<file path="src/rtl/fpu_pkg.sv">
// rtl/fpu_pkg.sv - shared FPU constants, field widths and sequencer state type
package fpu_pkg;

    localparam int EXP_W  = 8;
    localparam int FRAC_W = 23;

    localparam int FP_BIAS = 127;

    // An integer with its msb at bit 31 has unbiased exponent 31.
    localparam logic [EXP_W-1:0] I2F_EXP_INIT = EXP_W'(FP_BIAS + 31);

    // Common sequencing states for the multi-cycle FPU blocks.
    typedef enum logic [1:0] {
        IDLE  = 2'd0,
        NORM  = 2'd1,
        ROUND = 2'd2,
        DONE  = 2'd3
    } fp_seq_state_e;

    // Magnitude of a two's-complement word; the most negative value maps to
    // 0x80000000, which is still correct when read as unsigned.
    function automatic logic [31:0] abs32(input logic [31:0] a);
        return a[31] ? (~a + 32'd1) : a;
    endfunction

endpackage

</file>
<file path="src/rtl/int_to_fp_if.sv">
// rtl/int_to_fp_if.sv - start/busy/done handshake bundle for the int-to-float converter
interface int_to_fp_if;

    logic        start;
    logic [31:0] A;
    logic        busy;
    logic        done;
    logic [31:0] Result;

    // Requester side: issues the operand and watches for completion.
    modport master (
        output start,
        output A,
        input  busy,
        input  done,
        input  Result
    );

    // Converter side.
    modport slave (
        input  start,
        input  A,
        output busy,
        output done,
        output Result
    );

endinterface

</file>
<file path="src/rtl/fp_round_rne.sv">
// rtl/fp_round_rne.sv - round-to-nearest-even of a normalised 32-bit significand
module fp_round_rne
    import fpu_pkg::*;
(
    input  logic [31:0]       mag,
    input  logic [EXP_W-1:0]  exp_in,
    output logic [FRAC_W-1:0] frac,
    output logic [EXP_W-1:0]  exp_out
);

    // mag[31] is the hidden one; the next 23 bits are the stored fraction.
    logic [FRAC_W-1:0] frac_trunc;
    logic              guard;
    logic              sticky;
    logic              round_up;
    logic [FRAC_W:0]   frac_sum;

    assign frac_trunc = mag[30:8];
    assign guard      = mag[7];
    assign sticky     = |mag[6:0];

    // Ties (guard set, nothing below) round towards the even fraction.
    assign round_up   = guard & (sticky | frac_trunc[0]);

    assign frac_sum   = {1'b0, frac_trunc} + {{FRAC_W{1'b0}}, round_up};

    // A carry out of the fraction means the significand became 2.0: the
    // fraction wraps to zero and the exponent takes the carry. An input
    // without its leading one is treated as zero.
    always_comb begin
        frac    = '0;
        exp_out = '0;
        if (mag[31]) begin
            frac    = frac_sum[FRAC_W-1:0];
            exp_out = exp_in + {{(EXP_W-1){1'b0}}, frac_sum[FRAC_W]};
        end
    end

endmodule

</file>
<file path="src/rtl/int_to_fp.sv">
// rtl/int_to_fp.sv - sequential 32-bit signed integer to IEEE-754 single converter
module int_to_fp
    import fpu_pkg::*;
(
    input  logic        clk,
    input  logic        rst,
    int_to_fp_if.slave  bus
);

    fp_seq_state_e     state_q;
    fp_seq_state_e     state_d;

    logic              sign_q;
    logic [31:0]       mag_q;
    logic [EXP_W-1:0]  exp_q;
    logic [31:0]       result_q;

    logic              can_accept;
    logic              accept;
    logic [31:0]       a_mag;
    logic              a_is_zero;

    logic [FRAC_W-1:0] rnd_frac;
    logic [EXP_W-1:0]  rnd_exp;

    // New requests are only looked at when no conversion is in flight.
    assign can_accept = (state_q == IDLE) || (state_q == DONE);
    assign accept     = can_accept && bus.start;
    assign a_mag      = abs32(bus.A);
    assign a_is_zero  = (a_mag == 32'd0);

    fp_round_rne u_round (
        .mag     (mag_q),
        .exp_in  (exp_q),
        .frac    (rnd_frac),
        .exp_out (rnd_exp)
    );

    // State register.
    always_ff @(posedge clk) begin
        if (rst) begin
            state_q <= IDLE;
        end else begin
            state_q <= state_d;
        end
    end

    // Next-state: zero skips straight to DONE, everything else normalises
    // one bit per cycle until the leading one reaches bit 31.
    always_comb begin
        state_d = state_q;
        case (state_q)
            IDLE: begin
                if (bus.start) begin
                    state_d = a_is_zero ? DONE : NORM;
                end
            end
            NORM: begin
                if (mag_q[31]) begin
                    state_d = ROUND;
                end
            end
            ROUND: begin
                state_d = DONE;
            end
            DONE: begin
                if (bus.start) begin
                    state_d = a_is_zero ? DONE : NORM;
                end else begin
                    state_d = IDLE;
                end
            end
            default: begin
                state_d = IDLE;
            end
        endcase
    end

    // Datapath: capture operand, shift/decrement while normalising, and
    // register the rounded word; Result holds until the next completion.
    always_ff @(posedge clk) begin
        if (rst) begin
            sign_q   <= 1'b0;
            mag_q    <= 32'd0;
            exp_q    <= '0;
            result_q <= 32'd0;
        end else if (accept) begin
            sign_q <= bus.A[31];
            mag_q  <= a_mag;
            exp_q  <= I2F_EXP_INIT;
            if (a_is_zero) begin
                result_q <= 32'd0;
            end
        end else if ((state_q == NORM) && !mag_q[31]) begin
            mag_q <= {mag_q[30:0], 1'b0};
            exp_q <= exp_q - {{(EXP_W-1){1'b0}}, 1'b1};
        end else if (state_q == ROUND) begin
            result_q <= {sign_q, rnd_exp, rnd_frac};
        end
    end

    // Handshake outputs decode directly from the state.
    assign bus.busy   = (state_q == NORM) || (state_q == ROUND);
    assign bus.done   = (state_q == DONE);
    assign bus.Result = result_q;

endmodule

</file>
<file path="src/flat_wrapper.sv">
// flat-port wrapper written by rule: the top's interface ports become plain ports
module int_to_fp_flat import fpu_pkg::*;
  (clk, rst, bus_start, bus_A, bus_busy, bus_done, bus_Result);
  int_to_fp_if bus_i ();
  input  logic clk;
  input  logic rst;
  input wire logic [$bits(bus_i.start)-1:0] bus_start;
  input wire logic [$bits(bus_i.A)-1:0] bus_A;
  output wire logic [$bits(bus_i.busy)-1:0] bus_busy;
  output wire logic [$bits(bus_i.done)-1:0] bus_done;
  output wire logic [$bits(bus_i.Result)-1:0] bus_Result;
  assign bus_i.start = bus_start;
  assign bus_i.A = bus_A;
  assign bus_busy = bus_i.busy;
  assign bus_done = bus_i.done;
  assign bus_Result = bus_i.Result;
  int_to_fp u_core (.clk(clk), .rst(rst), .bus(bus_i));
endmodule
</file>
<file path="config.mk">
export PLATFORM = sky130hd
export DESIGN_NAME = int_to_fp_flat
export DESIGN_NICKNAME = d
export VERILOG_FILES = /design/src/rtl/fpu_pkg.sv /design/src/rtl/int_to_fp_if.sv /design/src/rtl/fp_round_rne.sv /design/src/rtl/int_to_fp.sv /design/src/flat_wrapper.sv
export SDC_FILE = /design/constraint.sdc
export NUM_CORES = 1
export LEC_CHECK = 0
export CAP_MARGIN = 20
export CORE_MARGIN = 2
export CORE_UTILIZATION = 56
export CTS_CLUSTER_SIZE = 10
export DETAILED_ROUTE_END_ITERATION = 8
export GPL_TIMING_DRIVEN = 1
export PLACE_DENSITY = 0.82
export REMOVE_ABC_BUFFERS = 1
export SETUP_SLACK_MARGIN = 0.05
export SYNTH_ARGS = -nofsm -noshare
export SYNTH_HDL_FRONTEND = slang
export SYNTH_HIERARCHICAL = 1
export SYNTH_SLANG_ARGS = --single-unit
</file>
<file path="constraint.sdc">
create_clock -name clk -period 4.45 [get_ports clk]
set_input_delay 0.6675 -clock clk [delete_from_list [all_inputs] [get_ports clk]]
set_output_delay 0.6675 -clock clk [all_outputs]
set_load 0.005 [all_outputs]
</file>
Word level (Yosys, flattened, before mapping) --
Cells that the tools add are included.
Storage, ports and cells: register bits after elaboration 75, bits in latches 0, RAM bits 0, bits in read-only memories 0, input bits 35, output and inout bits 34, word-level logic and storage cells 49, memories 0
Cells by class: $add $sub $neg 4, multipliers 0, div/mod/pow operators 0, $lt $le $gt $ge 0, eq/ne operators 7, shift-type cells 0, multiplexer cells 16, bitwise operators 3, reduce and logical (&&, ||, !) cells 13
Operators with widths (number):
- $mux W32 | 7
- $add A32 B1 Y32 const B | 1
- $logic_not A32 Y1 | 1
- $not A32 Y32 | 1
- $add A23 B1 Y24 | 1
- $mux W8 | 3
- $mux W23 | 1
- $add A8 B1 Y8 | 1
- $mux W2 | 4
- $pmux W2 S4 | 1
- $sub A8 B1 Y8 const B | 1
- $reduce_or A7 Y1 | 1
- $eq A2 B2 Y1 const B | 2
- $ne A2 B1 Y1 const B | 2
- $ne A2 B2 Y1 const B | 2
- $reduce_bool A2 Y1 | 2
- $reduce_and A3 Y1 | 1
- $eq A2 B1 Y1 const B | 1
- $logic_and A1 B1 Y1 | 2
- $logic_not A2 Y1 | 1
- $logic_or A1 B1 Y1 | 2
- $reduce_and A2 Y1 | 1
- $reduce_or A2 Y1 | 1
- $and A1 B1 Y1 | 1
- 2 further kinds | 2

Logic depth before layout (Yosys ltp) --
Gate-level depths: netlist of run 1.
depth after elaboration 9, depth in mapped cells 12, gate-level depth less buffers 10

Modules after synthesis --
Netlist of run 1, hierarchy kept.
Modules (own cells, without submodules):
- int_to_fp | times used 1, cells an instance 467, area each 4187.8 um^2, sequential area each 1501.4 um^2
- fp_round_rne | times used 1, cells an instance 121, area each 790.8 um^2, sequential area each 0.0 um^2

Worst setup path before layout of run 1 --
No wires, ideal clock.
path type input-to-reg, start input port bus_A[8], end register u_core.result_q[1], in the netlist u_core/bus.Result[1], library setup time 0.117 ns, data arrival time 3.508 ns, path slack 0.826 ns, cell stages on the path 10, buffers on the path 2, cell sequence clkbuf_1 > or4_1 > or4_4 > o31ai_4 > o211ai_1 > or3_4 > nor4_4 > a311oi_4 > buf_6 > a22o_1
Between the ends: longest elaborated chain between the ends 6
Ends and longest elaborated chain:
- from (decl) | RTL line flat_wrapper.sv:8 | input wire logic [$bits(bus_i.A)-1:0] bus_A;
- $not A32 Y32 | RTL line fpu_pkg.sv:23 | return a[31] ? (~a + 32'd1) : a;
- $add A32 B1 Y32 | RTL line fpu_pkg.sv:23
- $mux W32 (*) | RTL line fpu_pkg.sv:23
- $logic_not A32 Y1 (*) | RTL line int_to_fp.sv:30 | assign a_is_zero = (a_mag == 32'd0);
- $ne A2 B2 Y1 (no source line) (*)
- $reduce_and A3 Y1 (no source line) (*)
- to (signal assigned) | RTL line int_to_fp.sv:98 | result_q <= {sign_q, rnd_exp, rnd_frac};
- to (decl) | RTL line int_to_fp.sv:16 | logic [31:0] result_q;
Mark *: on every way between the ends. The rest lies on a longest branch, timed or not. A chain may end at the register's enable or synchronous reset.

Worst setup path in the final report of run 1 --
start input port bus_A[1], end register u_core.result_q[7], in the netlist u_core/bus.Result[7]
The elaborated chain is that of the path after synthesis.

==> results of run 1 <==
==> registers in the layout (all words and copies together) (netlist names) <==
register           flops
u_core/bus.Result     32
u_core/exp_q           8
u_core/mag_q          32
u_core/sign_q          1
u_core/state_q         2
==> report_power, final <==
group          switching (mW)  total [mW]  internal, mW
combinational           0.517       0.962         0.445
clock                   0.269       0.646         0.377
sequential              0.216        1.04         0.823
total                    1.00        2.65          1.65
==> final cells by class <==
cell class,count,area [µm²],share of cell area [%]
clock inverters,7,124,2.07
clock buffers,9,124,2.07
inverters,16,60.1,1.00
repair buffers,88,863,14.4
multi-input cells,449,3180,53.1
flip-flops and latches,75,1500,25.1
well taps,108,135,2.26
==> kinds of logic after synthesis <==
family          Yosys count  synth area share, %
compound gates          148                 22.4
flops                    75                 30.2
xor+xnor                 54                 9.50
mux                      33                 6.91
simple gates            204                 22.5
fa+ha+maj                10                 2.51
buf+inv                  64                 6.01
==> worst max-delay path: cells and delay by family <==
family	cells	cell delay [ns]
AND/OR/NAND/NOR	4	1.45
XOR/XNOR	1	0.27
adder cells (fa/ha/maj)	1	0.21
buffers and inverters	3	0.79
AO/OA/AOI/OAI	3	0.74
==> worst paths after layout <==
check | slack [ns] | end | cells after the start
max | 0.56 | u_core/bus.Result[7]$_SDFFE_PP0P_ | 12
max reg2reg | 1.98 | u_core/bus.Result[28]$_SDFFE_PP0P_ | 10
min reg2reg | 0.47 | u_core/sign_q$_SDFFE_PP0P_ | 2
min | 0.47 | u_core/sign_q$_SDFFE_PP0P_ | 2
==> cell usage after synthesis (14+ instances only) <==
cell type and number:
a211oi_1 30, dfxtp_1 75, or4_1 14, nor3_1 14
nor2_1 65, inv_1 15, mux2i_1 22, nand2_1 23
nand3_1 17, xor2_1 23, xnor2_1 31, clkbuf_1 28
a21oi_1 23, a22o_1 31, o21ai_0 18
==> metal layers <==
metal / part of all wire [%] / vias to the layer above
met4: 2.2 / 0
met1: 43 / 2162
met5: 0 / -
met3: 6.0 / 28
met2: 49 / 194
li1: - / 2286
==> metrics by stage <==
step | util (%) | total power [mW] | worst slack [ns]
after global placement | 65.8 | 1.93 | 0.279
after CTS | 68.7 | 2.64 | 0.592
after detailed placement | 65.8 | 1.98 | 0.213
final | 69.0 | 2.65 | 0.558
after floorplan | - | 1.67 | 0.583
after global routing | 69.0 | 2.81 | 0.303
==> flow_metrics.env, run 1 <==
export IMPL_final_period_utilization_pct=87.5
export IMPL_yosysSeqAreaShare_pct=30.2
export IMPL_gr_usage_met1_pct=34.3
export IMPL_crit_top_cell="nand4_1"
export IMPL_tightest_slew_ns=0.716
export IMPL_area_growth_pct=20.3
export IMPL_cpPeakStageDelay_ns=0.50
export IMPL_holdBufCountCts=0
export IMPL_ir_drop_v=0.000253
export IMPL_fin_skew_ns=0.0121
export IMPL_grt_pass1_wl_um=21200
export IMPL_cp_start_kind="primary input"
export IMPL_track_usage_pct=26.3
export IMPL_gr_total_overflow=0
export IMPL_synth_warnings=6
export IMPL_ant_nets=0
export IMPL_synth_edf_count=0
export IMPL_setup_viol=0
export IMPL_initial_core_util_pct=57.4
export IMPL_async_flop_share_pct=0
export IMPL_fin_nets=684
export IMPL_crit_start="bus_A[1]"
export IMPL_synth_top_area_cell="dfxtp_1"
export IMPL_grt_busiest_layer="met2"
export IMPL_slew_limit_headroom_pct=51.9
export IMPL_path_class="in2reg"
export IMPL_p_leak_nw=2.19
export IMPL_first_pass_iters=6
export IMPL_ys_ff_latch=75
export IMPL_diodes=0
export IMPL_whs_ns=0.474
export IMPL_synth_main_ff_cell="dfxtp_1"
export IMPL_final_common_cell="dfxtp_1"
export IMPL_grt_util_met2_pct=44.8
export IMPL_finalInstanceArea_mm2=0.00599
export IMPL_fillers=724
export IMPL_cts_root_buffer="clkbuf_8"
export IMPL_crit_chain="clkdlybuf4s50_1 -> inv_1 -> ha_1 -> nor3b_1 -> nand4_1 -> o31ai_1 -> xor2_1 -> nand4_1 -> nor4_4 -> a311oi_4 -> buf_12 -> a22o_1"
export IMPL_reg2reg_from="u_core/mag_q[10]$_SDFFE_PP0P_"
export IMPL_drive_gt1_share_pct=10.1
export IMPL_clock_sinks=75
export IMPL_syn_inst=588
export IMPL_cp_arrival_ns=4.14
export IMPL_cp_slowest_cell="nor3b_1"
export IMPL_final_cell_mix="dfxtp_1, clkdlybuf4s50_1, nor2_1"
export IMPL_io_pins=69
export IMPL_period_needed_ns=3.89
export IMPL_rsz0062_at_grt="no"
export IMPL_drt_iter0_markers=319
export IMPL_powerDensity_mw_per_mm2=442
export IMPL_status="finished clean"
export IMPL_die_area_mm2=0.00966
export IMPL_synth_cell_types=68
export IMPL_finalMaxSlewViolations=0
export IMPL_syn_area_mm2=0.00498
export IMPL_antenna_found_initial=0
export IMPL_end_kind="flop"
export IMPL_numPortBuffers=68
export IMPL_avgRoutedWirePerCell_um=16.7
export IMPL_route_detailed_drc=0
export IMPL_placed_cells=735
export IMPL_tritoncts="done"
export IMPL_cts_buffers=9
export IMPL_insertion_delay_ns=0.36
export IMPL_post_cts_buffers=0
export IMPL_dpl_cell_area_mm2=0.00571
export IMPL_synthTopCellsByArea="dfxtp_1, a22o_1, xnor2_1"
export IMPL_hp_class="reg2reg"
export IMPL_dieWidth_um=98.3
export IMPL_fmax_mhz=257
export IMPL_synth_avg_cell_area_um2=8.47
export IMPL_grt_max_degree=48
export IMPL_post_cts_resized=0
export IMPL_use_met3_pct=3.44
export IMPL_vias=4670
export IMPL_clk_pin_slew_ns=0.08
export IMPL_die_height_um=98.3
export IMPL_gp_congestion=0.906
export IMPL_h_tree_depth=3
export IMPL_clock_path_buffers=2
export IMPL_dp_hpwl_um=8980
export IMPL_synth_top_area_share_pct=30.2
export IMPL_crit_fanout=32
export IMPL_rows=34
export IMPL_hold_violations=0
export IMPL_hold_path_startpoint="u_core/sign_q$_SDFFE_PP0P_"
export IMPL_drt_total_wl_um=12600
export IMPL_grt_pass1_vias=4428
export IMPL_coreArea_mm2=0.00868
export IMPL_final_cells=752
export IMPL_required_ns=4.70
export IMPL_drv_cap=0
export IMPL_via_per_inst=6.21
export IMPL_fin_setup_tns_ns=0
Power figures use the tool's default switching activity.
==> run 2: changes to the inputs <==
==> constraint.sdc (replaced) <==
create_clock -name clk -period 4.45 [get_ports clk]
set_input_delay 0.6675 -clock clk [delete_from_list [all_inputs] [get_ports clk]]
set_output_delay 0.6675 -clock clk [all_outputs]
set_load 0.1 [all_outputs]
==> results of run 2 <==
Same layout as run 1 (identical final DEF). Status: finished clean.
Main changes from that run: total power 2.65 mW -> 2.72 mW; worst IR drop on VDD 0.000253 V -> 0.000257 V
==> run 3: changes to the inputs <==
Settings changed: CAP_MARGIN 20 to default, CORE_UTILIZATION 56 to 50, PLACE_DENSITY 0.82 to 0.78.
Clock period 4.45 ns to 3.5 ns, I/O delays scaled along.
==> run 3 against run 2 <==
  * Non-clock buffer count is 80 higher
  * Critical path type unchanged
  * Count of clock-buffer cells in the layout unchanged
  * Cell area is 13% higher
  * Total power increased by 25%
  * Worst hold slack got worse by 0.0077 ns
  * Global-route usage decreased by 1.8 points
  * Critical endpoint is now u_core/bus.Result[4]$_SDFFE_PP0P_
  * Critical path depth fell by 1
  * Register-to-register slack worse by 1.2 ns
  * Combinational power grew 39%
  * Via count up 4.2%
==> flow_metrics.env, run 3 (same netlist as run 1, synthesis figures left out) <==
export IMPL_numPortBuffers=68
export IMPL_cp_start_kind="primary input"
export IMPL_drt_iter0_markers=233
export IMPL_crit_fanout=8
export IMPL_path_class="in2reg"
export IMPL_pre_cts_slack_ns=-0.521
export IMPL_die_area_mm2=0.0108
export IMPL_hold_violations=0
export IMPL_coreArea_mm2=0.00973
export IMPL_ir_drop_v=0.000305
export IMPL_initial_core_util_pct=51.2
export IMPL_drt_total_wl_um=13200
export IMPL_drv_cap=0
export IMPL_area_growth_pct=35.7
export IMPL_first_pass_iters=4
export IMPL_setup_viol=0
export IMPL_cts_buffers=9
export IMPL_grt_pass1_wl_um=22100
export IMPL_utilization_pct=69.4
export IMPL_drive_gt1_share_pct=23.8
export IMPL_io_pins=69
export IMPL_required_ns=3.80
export IMPL_period_needed_ns=3.35
export IMPL_tritoncts="done"
export IMPL_gp_congestion=0.866
export IMPL_rows=36
export IMPL_clock_path_buffers=2
export IMPL_fin_nets=764
export IMPL_slew_limit_headroom_pct=25.1
export IMPL_ant_nets=0
export IMPL_cts_root_buffer="clkbuf_8"
export IMPL_end_kind="flop"
export IMPL_clk_pin_slew_ns=0.08
export IMPL_clock_sinks=75
export IMPL_comb_power_share_pct=42.0
export IMPL_gr_total_overflow=0
export IMPL_insertion_delay_ns=0.36
export IMPL_power_frac_seq_pct=38.3
export IMPL_antenna_found_initial=0
export IMPL_via_per_inst=5.68
export IMPL_final_cell_mix="buf_4, dfxtp_1, nor2_1"
export IMPL_cp_slowest_cell="or4_4"
export IMPL_finalMaxSlewViolations=0
export IMPL_p_switching_mw=1.37
export IMPL_p_int_mw=2.03
export IMPL_fmax_mhz=299
export IMPL_dp_hpwl_um=9630
export IMPL_grt_pass1_vias=4666
export IMPL_diodes=0
export IMPL_final_period_utilization_pct=95.6
export IMPL_grt_max_degree=47
export IMPL_dpl_cell_area_mm2=0.00627
export IMPL_tightest_slew_ns=1.12
export IMPL_fin_ws_ns=0.154
export IMPL_crit_top_cell="or4_4"
export IMPL_crit_chain="clkdlybuf4s15_1 -> or4_4 -> or4_4 -> or4_4 -> buf_4 -> a41oi_2 -> a211oi_4 -> a311oi_4 -> buf_6 -> buf_12 -> a22o_1"
export IMPL_cp_arrival_ns=3.64
export IMPL_vias=4864
export IMPL_clockPowerShare_pct=19.7
export IMPL_final_common_cell="buf_4"
export IMPL_die_height_um=104
export IMPL_avgRoutedWirePerCell_um=15.4
export IMPL_netSwitchingFraction_pct=40.3
export IMPL_powerDensity_mw_per_mm2=503
export IMPL_finalInstanceArea_mm2=0.00675
export IMPL_cpPeakStageDelay_ns=0.57
export IMPL_dieWidth_um=104
export IMPL_fin_skew_ns=0.0154
export IMPL_rsz0062_at_grt="no"
export IMPL_p_leak_nw=2.63
export IMPL_track_usage_pct=24.6
export IMPL_h_tree_depth=3
export IMPL_hp_class="reg2reg"
export IMPL_status="finished clean"
export IMPL_route_detailed_drc=0
run 3: cell count changes in the layout (fill, tap and decap cells not counted), sizes merged:
cell / previous run / this run
clkdlybuf4s50: 68 / 48
bufinv: 3 / 1
clkinv: 1 / 3
inv: 18 / 17
buf: 20 / 105
clkinvlp: 1 / 2
clkdlybuf4s15: 0 / 6
clkbuf: 9 / 12
dlygate4sd2: 0 / 6
run 3: metal layers:
metal | share of wire, % | vias to the layer above | track usage, %
li1 | - | 2437 | -
met1 | 46 | 2258 | 32.4
met2 | 46 | 140 | 40.5
met3 | 4.9 | 29 | 2.58
met4 | 3.1 | 0 | 11.3
met5 | 0 | - | 0
run 3: power by group through the flow:
stage | Clock, mW | Sequential (mW) | Combinational (mW)
floorplan | 0 | 1.26 | 0.966
global placement | 0 | 1.30 | 1.29
detailed placement | 0 | 1.32 | 1.33
CTS | 0.679 | 1.30 | 1.41
global route | 0.712 | 1.34 | 1.56
finish | 0.671 | 1.30 | 1.43
run 3: final cells by class:
class                      instances  area, µm²
clock buffer                       9        124
clock inverter                     7       76.3
fill                             825       2980
inverter                          16       60.1
multi-input combinational        449       3340
sequential                        75       1500
tap                              133        166
timing repair buffer             168       1490
run 3: critical path: cells and delay by family:
| kind | cells | cell delay, ns |
|---|---|---|
| and+or+nand+nor | 3 | 1.61 |
| AOI/OAI and AO/OA | 4 | 0.84 |
| buffers and inverters | 4 | 0.67 |
run 3: final timing paths:
path	startpoint	end	slack (ns)	cells past startpoint
worst min-delay path	u_core/sign_q$_SDFFE_PP0P_	u_core/sign_q$_SDFFE_PP0P_	0.47	2
worst max register to register	u_core/state_q[0]$_SDFFE_PP0P_	u_core/bus.Result[4]$_SDFFE_PP0P_	0.78	6
worst min register to register	u_core/sign_q$_SDFFE_PP0P_	u_core/sign_q$_SDFFE_PP0P_	0.47	2
worst max-delay path	bus_A[12]	u_core/bus.Result[4]$_SDFFE_PP0P_	0.15	11
run 3: stage by stage:
stage,setup TNS [ns],power (mW),hold WS [ns],cells
after global placement,-14.26,2.59,0.446,831
after detailed placement,-16.58,2.65,0.454,831
after global routing,0,3.61,0.500,857
after CTS,0,3.39,0.465,855
after floorplan,-7.14,2.22,0.431,540
final,0,3.40,0.466,857
run 3: timing repair:
item,4_1_cts,5_1_grt
setup endpoints to repair,33,32
resized for setup,54,19
pin swaps,19,32
hold buffers,0,0
cloned,3,0
hold endpoints to repair,0,0
buffers inserted,6,2
